### src/rtl/ps2_key_rx.sv
// ============================================================================
// Module   : ps2_key_rx
// Purpose  : PS/2 keyboard receiver; deserialises frames, resolves E0/F0/E1
//            prefixes and emits a toggle-strobed 11-bit key event word.
// Revision : 1.0  initial release
// ============================================================================
`default_nettype none

module ps2_key_rx #(
    parameter int FILT_CYC    = 8,
    parameter int TIMEOUT_CYC = 65536,
    parameter int PAUSE_SKIP  = 7
) (
    input  logic        clk_sys,
    input  logic        reset,
    input  logic        ps2_clk_i,
    input  logic        ps2_dat_i,
    output logic [10:0] ps2_key,
    output logic        frame_err
);

    localparam int c_FILT_W = (FILT_CYC > 2) ? $clog2(FILT_CYC) : 1;
    localparam int c_TMO_W  = $clog2(TIMEOUT_CYC + 1);
    localparam int c_SKIP_W = (PAUSE_SKIP > 1) ? $clog2(PAUSE_SKIP + 1) : 1;

    localparam logic [c_FILT_W-1:0] c_FILT_LAST = c_FILT_W'(FILT_CYC - 1);
    localparam logic [c_TMO_W-1:0]  c_TMO_LAST  = c_TMO_W'(TIMEOUT_CYC - 1);
    localparam logic [c_SKIP_W-1:0] c_SKIP_LOAD = c_SKIP_W'(PAUSE_SKIP);

    localparam logic [1:0] S_IDLE   = 2'd0;
    localparam logic [1:0] S_DATA   = 2'd1;
    localparam logic [1:0] S_PARITY = 2'd2;
    localparam logic [1:0] S_STOP   = 2'd3;

    // Reset asserts immediately but releases on a clock edge.
    logic r_rst_meta;
    logic r_rst;

    always_ff @(posedge clk_sys or posedge reset) begin
        if (reset) begin
            r_rst_meta <= 1'b1;
            r_rst      <= 1'b1;
        end else begin
            r_rst_meta <= 1'b0;
            r_rst      <= r_rst_meta;
        end
    end

    logic [1:0] w_raw;
    logic [1:0] w_filt;

    assign w_raw = {ps2_dat_i, ps2_clk_i};

    // Channel 0 is the PS/2 clock, channel 1 the data; both idle high.
    genvar gi;
    generate
        for (gi = 0; gi < 2; gi++) begin : g_filt
            logic                r_s1;
            logic                r_s2;
            logic                r_lvl;
            logic [c_FILT_W-1:0] r_cnt;

            always_ff @(posedge clk_sys or posedge r_rst) begin
                if (r_rst) begin
                    r_s1  <= 1'b1;
                    r_s2  <= 1'b1;
                    r_lvl <= 1'b1;
                    r_cnt <= '0;
                end else begin
                    r_s1 <= w_raw[gi];
                    r_s2 <= r_s1;
                    if (r_s2 == r_lvl) begin
                        r_cnt <= '0;
                    end else if (r_cnt == c_FILT_LAST) begin
                        r_lvl <= r_s2;
                        r_cnt <= '0;
                    end else begin
                        r_cnt <= r_cnt + 1'b1;
                    end
                end
            end

            assign w_filt[gi] = r_lvl;
        end
    endgenerate

    logic               r_clk_prev;
    logic               w_fall;
    logic               w_dat;
    logic [1:0]         r_state;
    logic [1:0]         w_state_nxt;
    logic [2:0]         r_bit_cnt;
    logic [7:0]         r_shift;
    logic               r_parity;
    logic [c_TMO_W-1:0] r_tmo_cnt;
    logic               w_timeout;
    logic               w_byte_ok;
    logic               w_bad_frame;
    logic               w_err;
    logic               r_byte_vld;
    logic [7:0]         r_byte;
    logic               r_ext;
    logic               r_rel;
    logic [c_SKIP_W-1:0] r_skip;

    assign w_fall    = r_clk_prev & ~w_filt[0];
    assign w_dat     = w_filt[1];
    // A coincident sample event takes precedence over the timeout.
    assign w_timeout = (r_state != S_IDLE) && (r_tmo_cnt == c_TMO_LAST) && !w_fall;

    always_ff @(posedge clk_sys or posedge r_rst) begin
        if (r_rst) begin
            r_state <= S_IDLE;
        end else begin
            r_state <= w_state_nxt;
        end
    end

    always_comb begin
        w_state_nxt = r_state;
        if (w_fall) begin
            case (r_state)
                S_IDLE:   if (!w_dat) w_state_nxt = S_DATA;
                S_DATA:   if (r_bit_cnt == 3'd7) w_state_nxt = S_PARITY;
                S_PARITY: w_state_nxt = S_STOP;
                default:  w_state_nxt = S_IDLE;
            endcase
        end else if (w_timeout) begin
            w_state_nxt = S_IDLE;
        end
    end

    always_comb begin
        w_byte_ok   = 1'b0;
        w_bad_frame = 1'b0;
        if (w_fall && (r_state == S_STOP)) begin
            w_byte_ok   = w_dat && (^{r_shift, r_parity});
            w_bad_frame = !(w_dat && (^{r_shift, r_parity}));
        end
        w_err = w_bad_frame || w_timeout || (w_fall && (r_state == S_IDLE) && w_dat);
    end

    always_ff @(posedge clk_sys or posedge r_rst) begin
        if (r_rst) begin
            r_clk_prev <= 1'b1;
            r_bit_cnt  <= '0;
            r_shift    <= '0;
            r_parity   <= 1'b0;
            r_tmo_cnt  <= '0;
            frame_err  <= 1'b0;
            r_byte_vld <= 1'b0;
            r_byte     <= '0;
        end else begin
            r_clk_prev <= w_filt[0];
            frame_err  <= w_err;
            r_byte_vld <= w_byte_ok;
            if (w_byte_ok) begin
                r_byte <= r_shift;
            end
            if (w_fall || (r_state == S_IDLE)) begin
                r_tmo_cnt <= '0;
            end else begin
                r_tmo_cnt <= r_tmo_cnt + 1'b1;
            end
            if (w_fall) begin
                case (r_state)
                    S_IDLE:   r_bit_cnt <= '0;
                    S_DATA: begin
                        r_shift   <= {w_dat, r_shift[7:1]};
                        r_bit_cnt <= r_bit_cnt + 1'b1;
                    end
                    S_PARITY: r_parity <= w_dat;
                    default:  ;
                endcase
            end
        end
    end

    always_ff @(posedge clk_sys or posedge r_rst) begin
        if (r_rst) begin
            ps2_key <= '0;
            r_ext   <= 1'b0;
            r_rel   <= 1'b0;
            r_skip  <= '0;
        end else begin
            if (r_byte_vld) begin
                if (r_skip != '0) begin
                    r_skip <= r_skip - 1'b1;
                end else begin
                    case (r_byte)
                        8'hE1:   r_skip <= c_SKIP_LOAD;
                        8'hE0:   r_ext  <= 1'b1;
                        8'hF0:   r_rel  <= 1'b1;
                        default: begin
                            ps2_key <= {~ps2_key[10], ~r_rel, r_ext, r_byte};
                            r_ext   <= 1'b0;
                            r_rel   <= 1'b0;
                        end
                    endcase
                end
            end
            // A corrupted frame invalidates any pending prefix.
            if (w_bad_frame) begin
                r_ext <= 1'b0;
                r_rel <= 1'b0;
            end
        end
    end

endmodule

`default_nettype wire
### config.mk
export PLATFORM = sky130hd
export DESIGN_NAME = ps2_key_rx
export DESIGN_NICKNAME = d
export VERILOG_FILES = /design/src/rtl/ps2_key_rx.sv
export SDC_FILE = /design/constraint.sdc
export NUM_CORES = 1
export LEC_CHECK = 0
export ABC_AREA = 1
export CAP_MARGIN = 20
export CORE_ASPECT_RATIO = 0.6
export CORE_MARGIN = 2
export CORE_UTILIZATION = 54
export CTS_BUF_LIST = sky130_fd_sc_hd__clkbuf_8 sky130_fd_sc_hd__clkbuf_16
export CTS_CLUSTER_SIZE = 12
export DETAILED_ROUTE_END_ITERATION = 10
export PLACE_DENSITY = 0.8
export REMOVE_ABC_BUFFERS = 1
export SLEW_MARGIN = 20
export SYNTH_ARGS = -nofsm -noshare
export SYNTH_HDL_FRONTEND = slang
export SYNTH_SLANG_ARGS = --single-unit
### constraint.sdc
create_clock -name clk_sys -period 2.05 [get_ports clk_sys]
set_input_delay 0.41 -clock clk_sys [delete_from_list [all_inputs] [get_ports clk_sys]]
set_output_delay 0.41 -clock clk_sys [all_outputs]
set_load 0.02 [all_outputs]
Word level (Yosys, flattened, before mapping)
Index checks and enable logic that the tools add are counted.
{ "totals": {"ff_bits": 72, "elab_cells": 108} }
{ "classes": {"n_addsub": 5, "eq_ne": 17, "mux": 23, "bitwise": 8, "reduce_logical": 32} }
{ "op_table": {"columns": ["operator", "count"], "rows": [
  ["== test 8 bit, second input constant", 3],
  ["two-way mux 3 bit", 6],
  ["adder 17 x 1 -> 17 bit, second input constant", 1],
  ["== test 17 x 16 -> 1 bit, second input constant", 1],
  ["two-way mux 17 bit", 1],
  ["AND reduction 2 bit", 6],
  ["AND reduction 3 bit", 4],
  ["nonzero test 2 bit", 5],
  ["adder 3 x 1 -> 3 bit, second input constant", 3],
  ["== test 3 bit, second input constant", 3],
  ["parity 9 bit", 1],
  ["two-way mux 1 bit", 8],
  ["two-way mux 2 bit", 4],
  ["inverter 1 bit", 7],
  ["logical AND 1 bit", 6],
  ["inequality test 3 bit, second input constant", 2],
  ["case mux 2 bit (3 select lines)", 1],
  ["case mux 3 bit (2 select lines)", 1],
  ["== test 2 bit, second input constant", 2],
  ["inequality test 2 x 1 -> 1 bit, second input constant", 2],
  ["case mux 1 bit (2 select lines)", 2],
  ["OR reduction 2 bit", 2],
  ["logical OR 1 bit", 3],
  ["nonzero test 3 bit", 1],
  ["other kinds (8)", 10]
]} }

Longest topological paths before layout
{ "depth": {"word_depth": 6, "mapped_depth": 15, "depth_no_buf": 15} }

Worst setup path before layout
OpenSTA, ideal clock, no wires.
{ "synth_path": {"kind": "flip-flop to flip-flop", "startpoint": "register r_tmo_cnt[0]", "endpoint": "register r_state[0]", "setup_ps": 123, "t_arrival_ps": 1731, "slack_ps": 196, "path_stages_with_launch": 16, "n_path_buf": 0, "period_less_slack_ps": 1854, "cell_sequence": "dfrtp_1 -> ha_1 -> nand2_1 -> inv_2 -> nand3_1 -> nor2_1 -> nand4_1 -> nor2_2 -> nand2_1 -> nor2_1 -> ha_1 -> nand2_1 -> nand2_1 -> nand2_1 -> nand2_1 -> o21ai_1"} }
{ "synth_between": {"elab_chain_cells": 5} }
{ "synth_rtl": {"columns": ["item", "line", "source"], "rows": [
  ["start: declaration", "95", "logic [c_TMO_W-1:0] r_tmo_cnt;"],
  ["start signal: assignment", "163", "r_tmo_cnt <= r_tmo_cnt + 1'b1;"],
  ["== test 17 x 16 -> 1 bit", "109", "assign w_timeout = (r_state != S_IDLE) && (r_tmo_cnt == c_TMO_LAST) && !w_fall;"],
  ["logical AND 1 bit (2 in a row)", "109", null],
  ["nonzero test 2 bit (no source line)", null, null],
  ["AND reduction 3 bit (no source line)", null, null],
  ["end signal: assignment", "115", "r_state <= w_state_nxt;"],
  ["end: declaration", "90", "logic [1:0] r_state;"]
]} }
No other way between the ends.
A chain may end at the register's enable or synchronous reset.

Final worst setup path
{ "layout_path": {"startpoint": "register r_tmo_cnt[0]", "endpoint": "register r_state[1]"} }
Same word-level chain as after synthesis.

==> flow_summary_export.csv <==
group,metric,value,unit
flow_run,maxCapViolCount,0,
detailed_routing,routed-via-count,2522,
setup_path,critPathMaxFanout,4,
timing,worstMarginPinSlew,523,ps
clock_network,cts_made_buffers,9,
place,dp_hpwl,4.50,mm
timing,fin_ws,97.4,ps
yosys,synth_area,3430,µm²
yosys,synth_most_common_cell,"nand2_1",
timing,relSlewSlack,0.651,
setup_path,worst-setup-path-type,"flop to flop",
setup_path,cp.arrival,2170,ps
clock_network,clk_latency,340,ps
timing,rsz0062_at_grt,"true",
yosys,ys_seq_area_frac,0.529,
pwr,power.density,867,nW/µm²
place,pre_cts_slack,-34.0,ps
yosys,synth_area_leaders,"dfrtp_1, nand2_1, dfstp_2, ha_1, inv_1",
floorplanning,ios,16,
yosys,yosysWarnings,0,
grt,grt.total_usage,0.201,
timing,fin_worst_skew,8.89,ps
detailed_routing,drtAntennaViolNets,0,
detailed_routing,drt-total-wl,6.31,mm
floorplanning,dieHeight,65.7,µm
yosys,synth.top_cell.area_share,0.460,
timing,fin_crit_sh,0.952,
floorplanning,initial_core_util,0.561,
yosys,ys.flop_type,"dfrtp_1",
detailed_routing,drcViolationCount,0,
clock_network,cts_htree_levels,3,
yosys,syn_inst,391,
setup_path,start_kind,"flop",
final_layout,fin_util,0.648,
floorplanning,placement_rows,22,
yosys,async_flop_share,1.00,
yosys,synth_cell_types,32,
clock_network,cts_tree,"done",
final_layout,regArea,1810,µm²
clock_network,cts_sinks,72,
final_layout,fillers,491,
final_layout,insertedDiodeCount,0,
clock_network,cts_root_buf,"clkbuf_8",
yosys,ys_seq_elements,72,
final_layout,finalNetCount,434,
worst_hold_path,min_path_type,"flop to asynchronous set/reset pin",
floorplanning,core_area,6110,µm²
yosys,avgSynthCellArea,8.76,µm²
timing,slew_viol_final,0,
floorplanning,dieArea,7020,µm²
pwr,peakVddDrop,470,µV
final_layout,syn_to_final_growth,15.6,%
timing,finalHoldViolations,0,
detailed_routing,vias_per_cell,4.99,
grt,grt_pass1_wl,10.8,mm
detailed_routing,drt_iter0_markers,135,
grt,antenna_found_initial,0,
place,place.gp.congestion,0.830,
setup_path,crit_path_end_kind,"flop",
final_layout,drive_above_1_share,0.145,
outcome,outcome,"finished clean",
grt,first_global_vias,2390,
yosys,yosys.area.top_type,"dfrtp_1",
detailed_routing,wire_per_inst,12.5,µm
pwr,leakagePower,1.84,nW
timing,period_minus_slack,1950,ps
timing,final-setup-viol-count,0,
setup_path,required,2270,ps
detailed_routing,dr.pass1.iters,4,
timing,timing.fmax,512,MHz
grt,grt_start_max_net_pins,68,
clock_network,clkTransAtPathRegs,80,ps
floorplanning,dieWidth,107,µm
clock_network,cts_buffer_depth,2,
place,port_buffers,15,
yosys,synth-edff-count,0,
yosys,synth.top_cells.by_count,"nand2_1, dfrtp_1, inv_1, nor2_1, o21ai_1",
final_layout,multi_input_area,1380,µm²
grt,grt_overflow,0,
-- cell families (layout without fill, tap and decap cells) --
family | Yosys count | count (layout) | share of synthesized area
simple gates | 186 | 186 | 0.250
other cells | 1 | 1 | 0.00109
fa+ha+maj | 14 | 14 | 0.0511
flops | 72 | 72 | 0.529
xor+xnor | 9 | 9 | 0.0230
compound gates | 48 | 48 | 0.0716
buf+inv | 61 | 91 | 0.0745
-- power breakdown --
part,switching [mW],internal [mW]
sequential,0.0957,1.55
combinational,0.285,0.155
clock,0.515,0.837
total,0.895,2.54
-- final timing paths --
path / cells past startpoint / to / slack, ps / from
worst min-delay path: 1 / g_filt[0].r_s2 / 310 / r_rst
worst max register to register: 15 / r_state[1] / 100 / r_tmo_cnt[0]
min in group clk_sys: 0 / g_filt[1].r_s2 / 360 / g_filt[1].r_s1
max in group asynchronous: 2 / g_filt[1].r_lvl / 1330 / r_rst
worst min register to register: 1 / g_filt[0].r_s2 / 310 / r_rst
worst max-delay path: 15 / r_state[1] / 100 / r_tmo_cnt[0]
-- per-stage QoR --
step | TNS, ps | power [mW] | hold WS (ps) | cells | instance area, µm²
finish | 0 | 3.44 | 307 | 505 | 3960
global route | -181 | 3.61 | 334 | 505 | 3960
CTS | 0 | 3.47 | 312 | 502 | 3920
detailed placement | -42.7 | 2.11 | 304 | 485 | 3660
global placement | 0 | 2.07 | 301 | 485 | 3660
floorplan | -2970 | 1.99 | 322 | 383 | 3370
-- area by class of cell --
type / instances / share of cell area
flip-flops and latches: 72 / 0.458
multi-input cells: 258 / 0.349
repair buffers: 22 / 0.0543
inverters: 53 / 0.0502
clock buffers: 10 / 0.0347
clock inverters: 6 / 0.0272
well taps: 84 / 0.0265
-- state kept, by name, indices dropped and copies added, names as in the netlist --
signal,count
frame_err,1
g_filt.r_cnt,6
g_filt.r_lvl,2
g_filt.r_s1,2
g_filt.r_s2,2
ps2_key,11
r_bit_cnt,3
r_byte,8
r_byte_vld,1
r_clk_prev,1
r_ext,1
r_parity,1
r_rel,1
r_rst,1
r_rst_meta,1
r_shift,8
r_skip,3
r_state,2
r_tmo_cnt,17
-- placed cells by master, fill, tap and decap left out, drive strengths merged, types with 3 or more instances in the layout --
cell type / instances
nor3b: 3
inv: 53
xor2: 3
bufinv: 3
dfrtp: 63
nand3: 24
clkbuf: 10
clkinv: 3
a21oi: 11
ha: 14
o21ai: 34
buf: 7
nand4: 3
nor3: 10
nand2: 109
dfstp: 9
clkdlybuf4s50: 15
xnor2: 6
nor2: 37
-- critical path, cell delays in order, from the launching register on --
cell and delay, ps:
dfrtp_1 370, ha_2 180, nand2_1 60, inv_2 90
nand3_4 90, nor2_4 100, nand4_1 130, nor2_2 150
nand2_1 60, nor2_1 90, ha_1 150, nand2_1 60
nand2_1 80, nand2_2 70, nand2_1 70, o21ai_1 70
-- timing repair --
item | in CTS | in global routing
endpoints found under the setup margin | 2 | 2
pin swaps | 1 | 3
gates resized for setup | 1 | 5
hold buffers | 0 | 0
setup buffers | 1 | 3
-- layer usage --
metal  track usage  wire [µm]  up-vias
met5             0          0        -
met4        0.0974         27        0
met3        0.0546        246        4
met2         0.309       2950       44
met1         0.265       3080     1188
li1              -          -     1286
Note: power is estimated with default switching activity, not from simulation.
